[src/rtl/uart_tx_feeder.sv]
// Byte FIFO feeding a UART transmitter: a circular queue drained by a small
// handshake FSM that issues one write pulse per byte and tracks busy/done.
module uart_tx_feeder #(
    parameter int unsigned DEPTH         = 8,
    parameter int unsigned NUM_DATA_BITS = 8
) (
    input  logic                     baud,
    input  logic                     rst_n,
    input  logic                     enable,
    input  logic                     push,
    input  logic [NUM_DATA_BITS-1:0] in_data,
    input  logic                     overflow_clr,
    output logic                     full,
    output logic                     empty,
    output logic [$clog2(DEPTH):0]   count,
    output logic                     overflow,
    output logic                     tx_enable,
    output logic                     tx_write,
    output logic [NUM_DATA_BITS-1:0] tx_data,
    input  logic                     tx_busy,
    input  logic                     tx_done,
    input  logic                     tx_error,
    output logic                     sent_pulse,
    output logic                     stall_err
);

    localparam int unsigned AW = $clog2(DEPTH);
    localparam int unsigned CW = AW + 1;

    typedef enum logic [1:0] {
        S_IDLE,
        S_ISSUE,
        S_WAIT_BUSY,
        S_WAIT_DONE
    } state_t;

    logic [NUM_DATA_BITS-1:0] r_mem [DEPTH];
    logic [AW-1:0]            r_wr_ptr;
    logic [AW-1:0]            r_rd_ptr;
    logic [CW-1:0]            r_count;
    logic                     r_full;
    logic                     r_empty;
    logic                     r_overflow;

    state_t                   r_state;
    logic                     r_tx_enable;
    logic                     r_tx_write;
    logic [NUM_DATA_BITS-1:0] r_tx_data;
    logic                     r_sent;
    logic                     r_stall;
    logic                     r_busy_miss;

    state_t                   w_state_nxt;
    logic                     w_pop;
    logic                     w_sent;
    logic                     w_stall_set;
    logic                     w_busy_miss_nxt;
    logic                     w_push_acc;
    logic                     w_push_drop;
    logic [CW-1:0]            w_count_nxt;
    logic [AW-1:0]            w_wr_ptr_inc;
    logic [AW-1:0]            w_rd_ptr_inc;

    // A push into a full FIFO is dropped even if a pop frees a slot this cycle.
    assign w_push_acc  = push & ~r_full;
    assign w_push_drop = push &  r_full;

    assign w_wr_ptr_inc = (r_wr_ptr == AW'(DEPTH - 1)) ? '0 : r_wr_ptr + AW'(1);
    assign w_rd_ptr_inc = (r_rd_ptr == AW'(DEPTH - 1)) ? '0 : r_rd_ptr + AW'(1);

    always_comb begin
        w_count_nxt = r_count;
        case ({w_push_acc, w_pop})
            2'b10:   w_count_nxt = r_count + CW'(1);
            2'b01:   w_count_nxt = r_count - CW'(1);
            default: w_count_nxt = r_count;
        endcase
    end

    // Storage array carries no reset; occupancy is tracked by the pointers.
    always_ff @(posedge baud) begin
        if (w_push_acc) begin
            r_mem[r_wr_ptr] <= in_data;
        end
    end

    always_ff @(posedge baud or negedge rst_n) begin
        if (!rst_n) begin
            r_wr_ptr   <= '0;
            r_rd_ptr   <= '0;
            r_count    <= '0;
            r_full     <= 1'b0;
            r_empty    <= 1'b1;
            r_overflow <= 1'b0;
        end else begin
            if (w_push_acc) begin
                r_wr_ptr <= w_wr_ptr_inc;
            end
            if (w_pop) begin
                r_rd_ptr <= w_rd_ptr_inc;
            end
            r_count <= w_count_nxt;
            r_full  <= (w_count_nxt == CW'(DEPTH));
            r_empty <= (w_count_nxt == '0);
            if (w_push_drop) begin
                r_overflow <= 1'b1;
            end else if (overflow_clr) begin
                r_overflow <= 1'b0;
            end
        end
    end

    always_ff @(posedge baud or negedge rst_n) begin
        if (!rst_n) begin
            r_state <= S_IDLE;
        end else begin
            r_state <= w_state_nxt;
        end
    end

    // Next-state: dropping enable abandons any in-flight byte.
    always_comb begin
        w_state_nxt     = r_state;
        w_pop           = 1'b0;
        w_sent          = 1'b0;
        w_stall_set     = tx_error;
        w_busy_miss_nxt = 1'b0;
        if (!enable) begin
            w_state_nxt = S_IDLE;
        end else begin
            case (r_state)
                S_IDLE: begin
                    if (r_tx_enable && !r_empty) begin
                        w_pop       = 1'b1;
                        w_state_nxt = S_ISSUE;
                    end
                end
                S_ISSUE: begin
                    w_state_nxt = S_WAIT_BUSY;
                end
                S_WAIT_BUSY: begin
                    if (tx_busy) begin
                        w_state_nxt = S_WAIT_DONE;
                    end else if (r_busy_miss) begin
                        w_stall_set = 1'b1;
                        w_state_nxt = S_IDLE;
                    end else begin
                        w_busy_miss_nxt = 1'b1;
                    end
                end
                S_WAIT_DONE: begin
                    if (tx_done) begin
                        w_sent      = 1'b1;
                        w_state_nxt = S_IDLE;
                    end
                end
                default: begin
                    w_state_nxt = S_IDLE;
                end
            endcase
        end
    end

    always_ff @(posedge baud or negedge rst_n) begin
        if (!rst_n) begin
            r_tx_enable <= 1'b0;
            r_tx_write  <= 1'b0;
            r_tx_data   <= '0;
            r_sent      <= 1'b0;
            r_stall     <= 1'b0;
            r_busy_miss <= 1'b0;
        end else begin
            r_tx_enable <= enable;
            r_tx_write  <= w_pop;
            r_sent      <= w_sent;
            r_busy_miss <= w_busy_miss_nxt;
            if (w_pop) begin
                r_tx_data <= r_mem[r_rd_ptr];
            end
            if (w_stall_set) begin
                r_stall <= 1'b1;
            end else if (overflow_clr) begin
                r_stall <= 1'b0;
            end
        end
    end

    assign full       = r_full;
    assign empty      = r_empty;
    assign count      = r_count;
    assign overflow   = r_overflow;
    assign tx_enable  = r_tx_enable;
    assign tx_write   = r_tx_write;
    assign tx_data    = r_tx_data;
    assign sent_pulse = r_sent;
    assign stall_err  = r_stall;

endmodule

[config.mk]
export PLATFORM = sky130hd
export DESIGN_NAME = uart_tx_feeder
export DESIGN_NICKNAME = d
export VERILOG_FILES = /design/src/rtl/uart_tx_feeder.sv
export SDC_FILE = /design/constraint.sdc
export NUM_CORES = 1
export LEC_CHECK = 0
export CORE_MARGIN = 2
export CORE_UTILIZATION = 30
export DETAILED_ROUTE_END_ITERATION = 10
export HOLD_SLACK_MARGIN = 0.02
export SYNTH_ARGS = -nofsm -noshare
export SYNTH_HDL_FRONTEND = slang
export SYNTH_SLANG_ARGS = --single-unit
[constraint.sdc]
create_clock -name baud -period 5.4 [get_ports baud]
set_input_delay 1.35 -clock baud [delete_from_list [all_inputs] [get_ports baud]]
set_output_delay 1.35 -clock baud [all_outputs]
set_load 0.02 [all_outputs]
==> results of run 1 <==
==> layer usage <==
| metal | part of all wire | vias up |
|---|---|---|
| met5 | 0 | - |
| met4 | 0.020 | 0 |
| met3 | 0.033 | 11 |
| met2 | 0.48 | 31 |
| met1 | 0.47 | 944 |
| li1 | - | 913 |
==> worst max-delay path, delay by kind of cell <==
| kind | cells | cell delay, ps |
|---|---|---|
| buffers and inverters | 2 | 680 |
| adder cells (fa/ha/maj) | 1 | 320 |
| multiplexers | 1 | 130 |
| XOR/XNOR | 1 | 240 |
| AND/OR/NAND/NOR | 4 | 1070 |
==> cell families after synthesis <==
kind of cell / count (synthesis) / share of synthesized area
AND/OR/NAND/NOR: 60 / 0.08778
multiplexers: 27 / 0.1263
AO/OA/AOI/OAI: 17 / 0.02680
XOR/XNOR: 5 / 0.01374
adder cells (fa/ha/maj): 6 / 0.02010
flip-flops: 92 / 0.7025
buffers and inverters: 15 / 0.02278
==> where the power goes <==
part / internal (mW) / switching [mW] / leakage, nW
combinational: 0.363 / 0.340 / 0.547
sequential: 0.913 / 0.141 / 0.930
clock: 0.314 / 0.269 / 0.129
==> registers in the layout (all words and copies together) (netlist names), 2 cells and up <==
name	cells
count	4
r_mem	64
r_rd_ptr	3
r_state	2
r_wr_ptr	3
tx_data	8
==> layout by cell type, fill, tap and decap left out, types with 2 or more instances in the layout <==
cell | Yosys | layout
a21o_1 | 2 | 2
nand2b_1 | 4 | 4
ha_1 | 6 | 6
nor2_1 | 7 | 7
edfxtp_1 | 64 | 64
o21ai_0 | 8 | 8
nor3_2 | 1 | 4
nor3_1 | 7 | 4
clkbuf_16 | 0 | 9
nand2_1 | 26 | 26
xnor2_1 | 2 | 2
mux4_2 | 16 | 16
clkinv_1 | 1 | 3
xor2_1 | 2 | 2
clkinvlp_4 | 0 | 2
clkdlybuf4s50_1 | 0 | 34
nor4_1 | 3 | 3
inv_1 | 4 | 4
a21oi_1 | 4 | 4
buf_4 | 1 | 4
nor3b_1 | 4 | 4
mux2i_1 | 10 | 10
dfrtp_1 | 27 | 27
==> worst paths after layout <==
path,startpoint,endpoint
setup / recovery,enable,empty$_DFF_PN1_
hold / removal,r_busy_miss$_DFF_PN0_,r_busy_miss$_DFF_PN0_
setup reg to reg,r_state[0]$_DFFE_PN0P_,empty$_DFF_PN1_
hold reg to reg,r_busy_miss$_DFF_PN0_,r_busy_miss$_DFF_PN0_
max in group asynchronous,rst_n,empty$_DFF_PN1_
min in group asynchronous,rst_n,full$_DFF_PN0_
==> cell type report <==
cell class | count | area, um^2
fillers | 1132 | 7521
flip-flops and latches | 92 | 2624
multi-input cells | 115 | 1041
repair buffers | 38 | 370.4
clock buffers | 9 | 225.2
well taps | 168 | 210.2
clock inverters | 7 | 51.30
inverters | 5 | 18.77
==> stage by stage <==
| step | hold WS (ps) | utilization | setup slack (ps) | cell area (um^2) | power [mW] |
|---|---|---|---|---|---|
| 3_3_place_gp | 455.1 | 0.3535 | 1557 | 4264 | 1.770 |
| 5_1_grt | 492.7 | 0.3765 | 1601 | 4541 | 2.482 |
| 4_1_cts | 478.9 | 0.3765 | 1834 | 4541 | 2.374 |
| 2_1_floorplan | 432.5 | - | 2140 | 3735 | 1.531 |
| 6_report | 468.3 | 0.3765 | 1859 | 4541 | 2.341 |
| 3_5_place_dp | 467.9 | 0.3535 | 1488 | 4264 | 1.793 |
==> impl_metrics.env, run 1 <==
export IMPL_status="complete, no violations"
export IMPL_dpl_cell_count=418
export IMPL_required_ps=5650
export IMPL_path_cells="clkdlybuf4s50_1, nand4bb_4, or2_2, inv_1, ha_1, nor4_1, mux2i_1, xor2_1, nor3b_1"
export IMPL_critPathKind="in -> reg"
export IMPL_leakage_nw=1.607
export IMPL_slowest_stage="clkdlybuf4s50_1"
export IMPL_diodes=0
export IMPL_crit_arrival_ps=3790
export IMPL_grt_remaining_overflow=0
export IMPL_place_congestion=0.7429
export IMPL_drt_iter0_markers=150
export IMPL_clk_path_buf_depth=2
export IMPL_drv_cap=0
export IMPL_netlist_instances=222
export IMPL_die_h_um=115.6
export IMPL_synth_top_cell_by_area="edfxtp_1"
export IMPL_drt_total_wl_um=6695
export IMPL_nets=283
export IMPL_cts_hold_buf=0
export IMPL_end_kind="flop"
export IMPL_antenna_found_initial=0
export IMPL_post_synth_top_count_cell="edfxtp_1"
export IMPL_post_cts_resized=0
export IMPL_power_density_nw_per_um2=515.5
export IMPL_r2r_slack_ps=2890
export IMPL_synth_enable_flop_cells=64
export IMPL_dieArea_um2=13360
export IMPL_ys_ff_latch=92
export IMPL_slew_headroom=0.3496
export IMPL_avgViaCountPerCell=4.376
export IMPL_syn_num_nets=244
export IMPL_drive_gt1_frac=0.1692
export IMPL_busiest_layer="met2"
export IMPL_fin_crit_ps=3541
export IMPL_cp_max_fo=22
export IMPL_synth_area_um2=3735
export IMPL_finalSetupTns_ps=0
export IMPL_fin_skew_ps=5.703
export IMPL_h_tree_depth=3
export IMPL_cts_root_buffer="clkbuf_16"
export IMPL_clk_pin_slew_ps=60
export IMPL_period_share=0.6557
export IMPL_drc=0
export IMPL_synthArstFlopShare=0.3043
export IMPL_drv_slew=0
export IMPL_syn_avg_cell_area_um2=16.82
export IMPL_fin_cells=434
export IMPL_ys_flop_type="edfxtp_1"
export IMPL_portBuffers=34
export IMPL_initial_core_util=0.3096
export IMPL_rsz0062_at_grt="false"
export IMPL_grt_total_usage=0.1106
export IMPL_synth_warnings=0
export IMPL_seq_area_frac_synth=0.7025
export IMPL_numCtsBuffers=9
export IMPL_placement_rows=40
export IMPL_area_growth_pct=21.57
export IMPL_met3_usage=0.02615
export IMPL_worst_pin_slew_ps=972.0
export IMPL_cts_setup_buffers=0
export IMPL_reg2reg_depth=8
export IMPL_cts_num_sinks=92
export IMPL_grt_pass1_wl_um=10650
export IMPL_vdd_drop_max_uv=201.7
export IMPL_grt_max_degree=29
export IMPL_worst_path_largest_cell_delay_ps=580
export IMPL_max_freq_mhz=282.4
export IMPL_grtUsageMet1=0.1460
export IMPL_synth_cell_types=38
export IMPL_ant_nets=0
export IMPL_dp_hpwl_um=4283
export IMPL_setup_viol=0
export IMPL_cts_tree="done"
export IMPL_startpoint_type="input port"
export IMPL_num_vias=1899
export IMPL_synthDominantCellAreaShare=0.5146
export IMPL_hold_path_cell_count=1
export IMPL_gr_usage_met2=0.1715
export IMPL_die_width_um=115.6
export IMPL_synthTopCellsByArea="edfxtp_1 (51%), dfrtp_1 (18%), mux4_2 (9.6%), mux2i_1 (2.7%), nand2_1 (2.6%)"
export IMPL_dr_pass1_iters=4
export IMPL_num_io_pins=35
export IMPL_core_area_um2=12060
export IMPL_clock_latency_ps=340
export IMPL_synth_common_cells="edfxtp_1 (64), dfrtp_1 (27), nand2_1 (26)"
export IMPL_hold_violations=0
export IMPL_hp_class="reg -> reg"
export IMPL_grt_pass1_vias=1974
export IMPL_wl_per_cell_um=15.43
(Power assumes the default switching activity.)
==> inputs of run 2 (changes only) <==
clock period = 3 ns   (was 5.4 ns; I/O delays follow)
==> run 2 against run 1 <==
Compared with the run above: sequential share of layout area is 1.7 points lower; combinational power is 86% higher; final cell count is 3.2% higher; worst setup slack worse by 1500 ps; critical path type unchanged.
==> impl_metrics.env, run 2 (same netlist as run 1, synthesis figures left out) <==
export IMPL_hp_class="reg -> reg"
export IMPL_die_h_um=115.6
export IMPL_drt_iter0_markers=157
export IMPL_clk_pin_slew_ps=70
export IMPL_power_density_nw_per_um2=945.1
export IMPL_clkPwrFrac=0.277
export IMPL_drive_gt1_frac=0.2036
export IMPL_p_switching_mw=1.343
export IMPL_crit_arrival_ps=2880
export IMPL_portBuffers=34
export IMPL_gr_usage_met2=0.1696
export IMPL_leakage_nw=1.705
export IMPL_intPower_mw=3.077
export IMPL_cp_max_fo=4
export IMPL_pwr_share_seq=0.426
export IMPL_dr_pass1_iters=4
export IMPL_cts_tree="done"
export IMPL_clk_path_buf_depth=2
export IMPL_drv_cap=0
export IMPL_grt_pass1_wl_um=10810
export IMPL_setup_viol=0
export IMPL_num_vias=1986
export IMPL_antenna_found_initial=0
export IMPL_grt_remaining_overflow=0
export IMPL_vdd_drop_max_uv=384.4
export IMPL_drc=0
export IMPL_cts_num_sinks=92
export IMPL_die_width_um=115.6
export IMPL_mostFrequentLayoutCell="edfxtp_1"
export IMPL_finalPower_mw=4.420
export IMPL_cts_hold_buf=0
export IMPL_drt_total_wl_um=6791
export IMPL_status="complete, no violations"
export IMPL_dp_hpwl_um=4376
export IMPL_drv_slew=0
export IMPL_cts_setup_buffers=0
export IMPL_rsz0062_at_grt="false"
export IMPL_initial_core_util=0.3096
export IMPL_clock_latency_ps=330
export IMPL_max_freq_mhz=380.7
export IMPL_diodes=0
export IMPL_fin_skew_ps=7.760
export IMPL_grtUsageMet1=0.1526
export IMPL_grt_total_usage=0.1111
export IMPL_critPathKind="in -> reg"
export IMPL_busiest_layer="met2"
export IMPL_cts_root_buffer="clkbuf_16"
export IMPL_avgViaCountPerCell=4.433
export IMPL_met3_usage=0.02720
export IMPL_worst_pin_slew_ps=832.1
export IMPL_path_cells="clkdlybuf4s50_1, nand4bb_4, or2_2, inv_1, ha_1, xnor2_1, nor4_1, mux2i_1, xor2_1, nor3b_1"
export IMPL_slowest_stage="clkdlybuf4s50_1"
export IMPL_h_tree_depth=3
export IMPL_grt_max_degree=29
export IMPL_placement_rows=40
export IMPL_post_cts_resized=0
export IMPL_final_cell_area_um2=4677
export IMPL_dieArea_um2=13360
export IMPL_p_comb_frac=0.297
export IMPL_required_ps=3250
export IMPL_ant_nets=0
export IMPL_slew_headroom=0.4453
export IMPL_wl_per_cell_um=15.16
export IMPL_core_area_um2=12060
export IMPL_finalSetupTns_ps=0
export IMPL_num_io_pins=35
export IMPL_fin_crit_ps=2627
export IMPL_numCtsBuffers=9
export IMPL_end_kind="flop"
export IMPL_hold_violations=0
export IMPL_placed_area_um2=4354
export IMPL_largest_reg_flops=64
export IMPL_worst_path_largest_cell_delay_ps=520
export IMPL_grt_pass1_vias=1983
export IMPL_final_cell_mix="edfxtp_1 (64), clkdlybuf4s50_1 (34), dfrtp_1 (27)"
export IMPL_switching_share=0.3038
export IMPL_place_congestion=0.7306
export IMPL_nets=297
export IMPL_period_share=0.8756
export IMPL_regMostFlops="r_mem"
export IMPL_area_growth_pct=25.23
export IMPL_nFillCells=1121
export IMPL_startpoint_type="input port"
run 2: cell count changes in the layout (fill, tap and decap cells not counted), sizes merged:
cell,previous run,this run
buf,4,18
bufinv,0,2
clkinv,4,2
clkinvlp,2,0
clkbuf,9,10
inv,6,7
run 2: per-stage QoR:
stage / hold WS, ps / util / cells / setup WS (ps)
after floorplan: 432.5 / - / 222 / 340.3
after global placement: 453.4 / 0.3610 / 432 / 104.8
after detailed placement: 460.0 / 0.3610 / 432 / 25.84
after CTS: 469.8 / 0.3878 / 448 / 369.4
after global routing: 499.2 / 0.3878 / 448 / 216.9
final: 475.0 / 0.3878 / 448 / 373.3
run 2: power by group through the flow:
stage          clock network [mW]  registers [mW]  logic (mW)
6_report                     1.22            1.88        1.31
5_1_grt                      1.31            1.92        1.45
4_1_cts                      1.25            1.89        1.34
3_5_place_dp                    0            1.92        1.34
3_3_place_gp                    0            1.91        1.31
2_1_floorplan                   0            1.92       0.837
run 2: path summary, 6_finish.rpt:
check	from	end	slack [ps]	cells after the start
hold reg to reg	r_busy_miss$_DFF_PN0_	r_busy_miss$_DFF_PN0_	480	1
setup / recovery	enable	empty$_DFF_PN1_	370	10
setup reg to reg	r_state[0]$_DFFE_PN0P_	empty$_DFF_PN1_	740	9
min in group asynchronous	rst_n	count[3]$_DFF_PN0_	790	2
max in group asynchronous	rst_n	empty$_DFF_PN1_	1900	2
hold / removal	r_busy_miss$_DFF_PN0_	r_busy_miss$_DFF_PN0_	480	1
run 2: cell type report:
cell class	instances	area, um^2	share of cell area
sequential	92	2624	0.5610
multi-input combinational	115	1026	0.2194
timing repair buffer	52	475.5	0.1017
clock buffer	10	229.0	0.04896
tap	168	210.2	0.04494
clock inverter	6	93.84	0.02006
inverter	5	18.77	0.004013
run 2: critical path, delay by kind of cell:
kind / cells / cell delay, ps
buffers and inverters: 2 / 580
XOR/XNOR: 2 / 410
adder cells (fa/ha/maj): 1 / 230
multiplexers: 1 / 190
AND/OR/NAND/NOR: 4 / 730
run 2: routing by layer:
layer	up-vias	wire length, um	part of all wire
met5	-	0	0
met4	0	80	0.012
met3	7	307	0.045
met2	43	3167	0.47
met1	993	3236	0.48
li1	943	-	-
==> inputs of run 3 (changes only) <==
SLEW_MARGIN = 5   (was default)
==> results of run 3 <==
Same layout as run 2: the final DEF is identical, and so are final timing and power.
